==> config.mk <==
export PLATFORM = sky130hd
export DESIGN_NAME = parity_stream_acc_flat
export DESIGN_NICKNAME = d
export VERILOG_FILES = /design/src/rtl/parity_stream_acc_if.sv /design/src/rtl/parity_stream_acc.sv /design/src/flat_wrapper.sv
export SDC_FILE = /design/constraint.sdc
export NUM_CORES = 1
export LEC_CHECK = 0
export ABC_AREA = 0
export CORE_MARGIN = 2
export CORE_UTILIZATION = 36
export DETAILED_ROUTE_END_ITERATION = 12
export DONT_BUFFER_PORTS = 1
export PLACE_DENSITY = 0.57
export RECOVER_POWER = 100
export SYNTH_ARGS = -nofsm -noshare
export SYNTH_HDL_FRONTEND = slang
export SYNTH_SLANG_ARGS = --single-unit
==> constraint.sdc <==
create_clock -name clk -period 1.9 [get_ports clk]
set_input_delay 0.19 -clock clk [delete_from_list [all_inputs] [get_ports clk]]
set_output_delay 0.19 -clock clk [all_outputs]
set_load 0.02 [all_outputs]
==> src/rtl/parity_stream_acc_if.sv <==
// Word-stream and frame-result channels of the streaming parity accumulator.
interface parity_stream_acc_if #(
  parameter int WIDTH = 16,
  parameter int CNT_W = 8
);
  logic             in_valid;
  logic             in_ready;
  logic [WIDTH-1:0] in_data;
  logic             in_last;
  logic             odd_mode;
  logic             out_valid;
  logic             out_ready;
  logic             out_parity;
  logic [CNT_W-1:0] out_count;
  logic             out_sat;

  modport master (
    output in_valid, in_data, in_last, odd_mode, out_ready,
    input  in_ready, out_valid, out_parity, out_count, out_sat
  );

  modport slave (
    input  in_valid, in_data, in_last, odd_mode, out_ready,
    output in_ready, out_valid, out_parity, out_count, out_sat
  );
endinterface

==> src/rtl/parity_stream_acc.sv <==
// Streaming parity engine: folds each word to one parity bit, accumulates it over
// an in_last-delimited frame and presents parity plus saturating word count.
module parity_stream_acc #(
  parameter int WIDTH = 16,
  parameter int CNT_W = 8
) (
  input  logic                 clk,
  input  logic                 rst_n,
  parity_stream_acc_if.slave   bus
);

  typedef enum logic {
    IDLE,
    ACCUM
  } state_t;

  state_t           state_q, state_d;
  logic             acc_q, acc_d;
  logic [CNT_W-1:0] cnt_q, cnt_d;
  logic             sat_q, sat_d;
  logic             mode_q, mode_d;

  logic             out_valid_q, out_valid_d;
  logic             out_parity_q, out_parity_d;
  logic [CNT_W-1:0] out_count_q, out_count_d;
  logic             out_sat_q, out_sat_d;

  logic wp;
  logic accept;
  logic close;
  logic mode_eff;

  assign wp = ^bus.in_data;

  // Only a closing word can be blocked by a stalled result; other words always flow.
  assign bus.in_ready = !(out_valid_q && !bus.out_ready) || !(bus.in_valid && bus.in_last);
  assign accept       = bus.in_valid && bus.in_ready;

  always_comb begin
    state_d  = state_q;
    acc_d    = acc_q;
    cnt_d    = cnt_q;
    sat_d    = sat_q;
    mode_d   = mode_q;
    mode_eff = mode_q;
    close    = 1'b0;
    if (accept) begin
      if (state_q == IDLE) begin
        mode_d   = bus.odd_mode;
        mode_eff = bus.odd_mode;
        acc_d    = wp;
        cnt_d    = CNT_W'(1);
        sat_d    = 1'b0;
        state_d  = ACCUM;
      end else begin
        acc_d = acc_q ^ wp;
        if (cnt_q == '1) begin
          sat_d = 1'b1;
        end else begin
          cnt_d = cnt_q + CNT_W'(1);
        end
      end
      if (bus.in_last) begin
        close   = 1'b1;
        state_d = IDLE;
      end
    end
  end

  always_comb begin
    out_valid_d  = out_valid_q;
    out_parity_d = out_parity_q;
    out_count_d  = out_count_q;
    out_sat_d    = out_sat_q;
    if (close) begin
      out_valid_d  = 1'b1;
      out_parity_d = acc_d ^ mode_eff;
      out_count_d  = cnt_d;
      out_sat_d    = sat_d;
    end else if (out_valid_q && bus.out_ready) begin
      out_valid_d = 1'b0;
    end
  end

  always_ff @(posedge clk or negedge rst_n) begin
    if (!rst_n) begin
      state_q      <= IDLE;
      acc_q        <= 1'b0;
      cnt_q        <= '0;
      sat_q        <= 1'b0;
      mode_q       <= 1'b0;
      out_valid_q  <= 1'b0;
      out_parity_q <= 1'b0;
      out_count_q  <= '0;
      out_sat_q    <= 1'b0;
    end else begin
      state_q      <= state_d;
      acc_q        <= acc_d;
      cnt_q        <= cnt_d;
      sat_q        <= sat_d;
      mode_q       <= mode_d;
      out_valid_q  <= out_valid_d;
      out_parity_q <= out_parity_d;
      out_count_q  <= out_count_d;
      out_sat_q    <= out_sat_d;
    end
  end

  assign bus.out_valid  = out_valid_q;
  assign bus.out_parity = out_parity_q;
  assign bus.out_count  = out_count_q;
  assign bus.out_sat    = out_sat_q;

endmodule

==> src/flat_wrapper.sv <==
// flat-port wrapper written by rule: the top's interface ports become plain ports
module parity_stream_acc_flat 
#(
  parameter int WIDTH = 16,
  parameter int CNT_W = 8
)
  (clk, rst_n, bus_in_valid, bus_in_data, bus_in_last, bus_odd_mode, bus_out_ready, bus_in_ready, bus_out_valid, bus_out_parity, bus_out_count, bus_out_sat);
  parity_stream_acc_if #(.WIDTH(WIDTH), .CNT_W(CNT_W)) bus_i ();
  input  logic clk;
  input  logic rst_n;
  input wire logic [$bits(bus_i.in_valid)-1:0] bus_in_valid;
  input wire logic [$bits(bus_i.in_data)-1:0] bus_in_data;
  input wire logic [$bits(bus_i.in_last)-1:0] bus_in_last;
  input wire logic [$bits(bus_i.odd_mode)-1:0] bus_odd_mode;
  input wire logic [$bits(bus_i.out_ready)-1:0] bus_out_ready;
  output wire logic [$bits(bus_i.in_ready)-1:0] bus_in_ready;
  output wire logic [$bits(bus_i.out_valid)-1:0] bus_out_valid;
  output wire logic [$bits(bus_i.out_parity)-1:0] bus_out_parity;
  output wire logic [$bits(bus_i.out_count)-1:0] bus_out_count;
  output wire logic [$bits(bus_i.out_sat)-1:0] bus_out_sat;
  assign bus_i.in_valid = bus_in_valid;
  assign bus_i.in_data = bus_in_data;
  assign bus_i.in_last = bus_in_last;
  assign bus_i.odd_mode = bus_odd_mode;
  assign bus_i.out_ready = bus_out_ready;
  assign bus_in_ready = bus_i.in_ready;
  assign bus_out_valid = bus_i.out_valid;
  assign bus_out_parity = bus_i.out_parity;
  assign bus_out_count = bus_i.out_count;
  assign bus_out_sat = bus_i.out_sat;
  parity_stream_acc #(.WIDTH(WIDTH), .CNT_W(CNT_W)) u_core (.clk(clk), .rst_n(rst_n), .bus(bus_i));
endmodule
==> results.sh <==
export IMPL_yosys_warnings=0
export IMPL_synthTopCellsByArea="dfrtp_1 (46%), xnor2_1 (11%), a21oi_1 (4.8%), nand2_1 (4.5%), o21ai_0 (4.0%)"
export IMPL_diodes=0
export IMPL_num_vias=927
export IMPL_final_net_count=162
export IMPL_cts_buffers=3
export IMPL_worst_path_largest_cell_delay_ns=0.37
export IMPL_crit_start="u_core.cnt_q[0]"
export IMPL_outcome="finished clean"
export IMPL_pin_count=34
export IMPL_antenna_found_initial=0
export IMPL_vias_per_cell=5.04
export IMPL_fin_setup_tns_ns=0
export IMPL_die_w_um=62.7
export IMPL_crit_type="reg -> reg"
export IMPL_p_per_area_mw_per_mm2=996
export IMPL_hold_violations=0
export IMPL_routed_wl_um=2350
export IMPL_place_port_buffers=0
export IMPL_cts_htree_levels=1
export IMPL_ir_worst_vdd_v=0.000296
export IMPL_drive_above_1_share_pct=13.8
export IMPL_synthToLayoutAreaGrowth_pct=12.5
export IMPL_timing_rr_end="u_core.bus.out_count[1]"
export IMPL_drc=0
export IMPL_synth_top_cell_by_area="dfrtp_1"
export IMPL_clk_path_buf_depth=2
export IMPL_clk_pin_slew_ns=0.13
export IMPL_synth_area_mm2=0.00124
export IMPL_synth_area_per_cell_um2=9.78
export IMPL_place_area_mm2=0.00134
export IMPL_final_common_cell="dfrtp_1"
export IMPL_ys_seq_elements=23
export IMPL_synth_top_family_by_area="compound AO/OA/AOI/OAI gates"
export IMPL_critical_path_endpoint="u_core.bus.out_count[1]"
export IMPL_grt_usage_pct=13.0
export IMPL_relSlewSlack_pct=32.2
export IMPL_yosys_area_share_simple_pct=15.0
export IMPL_final_area_mm2=0.00140
export IMPL_grt_setup_unrepaired="no"
export IMPL_routabilityCongestion=0.820
export IMPL_worst_pin_slew_ns=1.01
export IMPL_cts_root_buf="clkbuf_4"
export IMPL_arrival_ns=2.01
export IMPL_die_height_um=62.7
export IMPL_ys_types=30
export IMPL_syn_nets=150
export IMPL_crit_path_max_fanout=5
export IMPL_synth_xor_area_share_pct=13.4
export IMPL_critPathSlowestCell="dfrtp_1"
export IMPL_holdPathStages=3
export IMPL_cts_tree="done"
export IMPL_rows=21
export IMPL_setup_viol=0
export IMPL_min_period_over_period_pct=94.1
export IMPL_post_drt_wl_per_cell_um=12.8
export IMPL_min_period_ns=1.79
export IMPL_insertion_delay_ns=0.32
export IMPL_ant_nets=0
export IMPL_cp_end_kind="flop"
export IMPL_start_kind="flop"
export IMPL_reg2reg_from="u_core.cnt_q[0]"
export IMPL_synthMuxAreaShare_pct=5.24
export IMPL_coreArea_mm2=0.00334
export IMPL_crit_family="simple AND/OR/NAND/NOR gates"
export IMPL_worst_path_stages=7
export IMPL_dp_hpwl_um=1770
export IMPL_async_reset_ff_share_pct=100
export IMPL_fin_worst_skew_ns=0.00214
export IMPL_hp_class="in -> reg"
export IMPL_crit_buf_inv=0
export IMPL_r2r_cells=7
export IMPL_initial_core_util_pct=37.2
export IMPL_r2r_slack_ns=0.11
export IMPL_final_cell_mix="dfrtp_1 (23), nand2_1 (15), xnor2_1 (15), a21oi_1 (12), o21ai_0 (10)"
export IMPL_grt_overflow=0
export IMPL_path_cells="ha_2 > and3_4 > and3_4 > nor2_1 > a22o_1 > a22o_1 > mux2_2"
export IMPL_clock_sinks=23
export IMPL_power_mw=1.39
export IMPL_synth_edf_count=0
export IMPL_required_ns=2.12
export IMPL_grt_max_degree=24
export IMPL_ys_seq_area_share_pct=46.3
export IMPL_grt_pass1_vias=966
export IMPL_synth_compound_area_share_pct=16.5
export IMPL_synth_cells=127
export IMPL_synthAdderAreaFrac_pct=1.01
export IMPL_leakage_nw=0.593
export IMPL_final_util_pct=41.9
export IMPL_dieArea_mm2=0.00394
export IMPL_maxSlewViolCount=0
export IMPL_dr_pass1_iters=5
export IMPL_synth_top_area_share_pct=46.3
export IMPL_max_cap_violations=0
export IMPL_grt_pass1_wl_um=4070
export IMPL_drtIter0Drc=11
export IMPL_fmaxAchievable_mhz=560
export IMPL_synthFlopType="dfrtp_1"
[cells in the mapped netlist (all sizes together) (2+ instances only)]
cell    instances
a21o            2
a21oi          12
a22o            3
and3            4
buf             2
clkbuf          4
dfrtp          23
mux2            4
mux2i           2
nand2          15
nand3           2
nand3b          2
nor2            9
o21ai          10
o31ai           4
xnor2          15
xor2            4
[logic make-up (layout without fill, tap and decap cells)]
logic type | Yosys count | count (layout)
AO/OA/AOI/OAI | 34 | 34
buffers and inverters | 7 | 18
multiplexers | 6 | 6
flip-flops | 23 | 23
adder cells (fa/ha/maj) | 1 | 1
XOR/XNOR | 19 | 19
AND/OR/NAND/NOR | 37 | 37
[sequential cells by signal, summed over array words and instances, names as in the netlist]
name,flops
u_core.bus.out_count,8
u_core.cnt_q,8
u_core.acc_q,1
u_core.bus.out_parity,1
u_core.bus.out_sat,1
u_core.bus.out_valid,1
u_core.mode_q,1
u_core.sat_q,1
u_core.state_q,1
[how the worst min path moves through the flow]
stage / startpoint / to / slack [ns]
after floorplan: rst_n / u_core.acc_q / -0.11
after global placement: rst_n / u_core.bus.out_count[6] / -0.10
after detailed placement: rst_n / u_core.bus.out_count[4] / -0.11
after CTS: bus_odd_mode / u_core.mode_q / 0.007
after global routing: bus_odd_mode / u_core.bus.out_parity / 0.18
final: bus_odd_mode / u_core.bus.out_parity / 0.15
[report_power, final]
part           switching, mW  leakage (nW)  total, mW  internal, mW
logic                  0.219         0.277      0.441         0.222
clock network          0.151        0.0177      0.230        0.0789
registers              0.132         0.298      0.721         0.590
total                  0.502         0.593       1.39         0.890
[cell type report]
| cell class | instances | area [µm²] |
|---|---|---|
| clock buffer | 3 | 22.5 |
| clock inverter | 1 | 5.00 |
| fill | 352 | 1940 |
| inverter | 1 | 3.75 |
| multi-input combinational | 97 | 643 |
| sequential | 23 | 576 |
| tap | 46 | 57.6 |
| timing repair buffer | 13 | 90.1 |
[per-stage QoR]
step	cells	hold WS, ns	worst slack [ns]
4_1_cts	182	0.00749	0.00660
5_1_grt	184	0.177	0.0342
2_1_floorplan	127	-0.106	0.0274
3_5_place_dp	176	-0.105	0.0268
6_report	184	0.151	0.113
3_3_place_gp	176	-0.105	0.0895
[worst min-delay path, delay by kind of cell]
family,cells,cell delay [ns]
AOI/OAI and AO/OA,1,0.07
xor gates and xnor gates,1,0.12
muxes,1,0.06
[repair_timing]
action	CTS	global route
hold buffers	2	1
buffers inserted	0	1
endpoints found under the setup margin	0	1
gates resized for setup	0	1
hold endpoints to repair	24	1
[routing by layer]
layer	up-vias	routed length [µm]	global-route usage, %
met5	-	0	0
met1	436	1040	14.4
li1	474	-	-
met3	3	92	3.24
met4	0	32	5.83
met2	14	1190	23.3
Note: power is estimated with default switching activity, not from simulation.
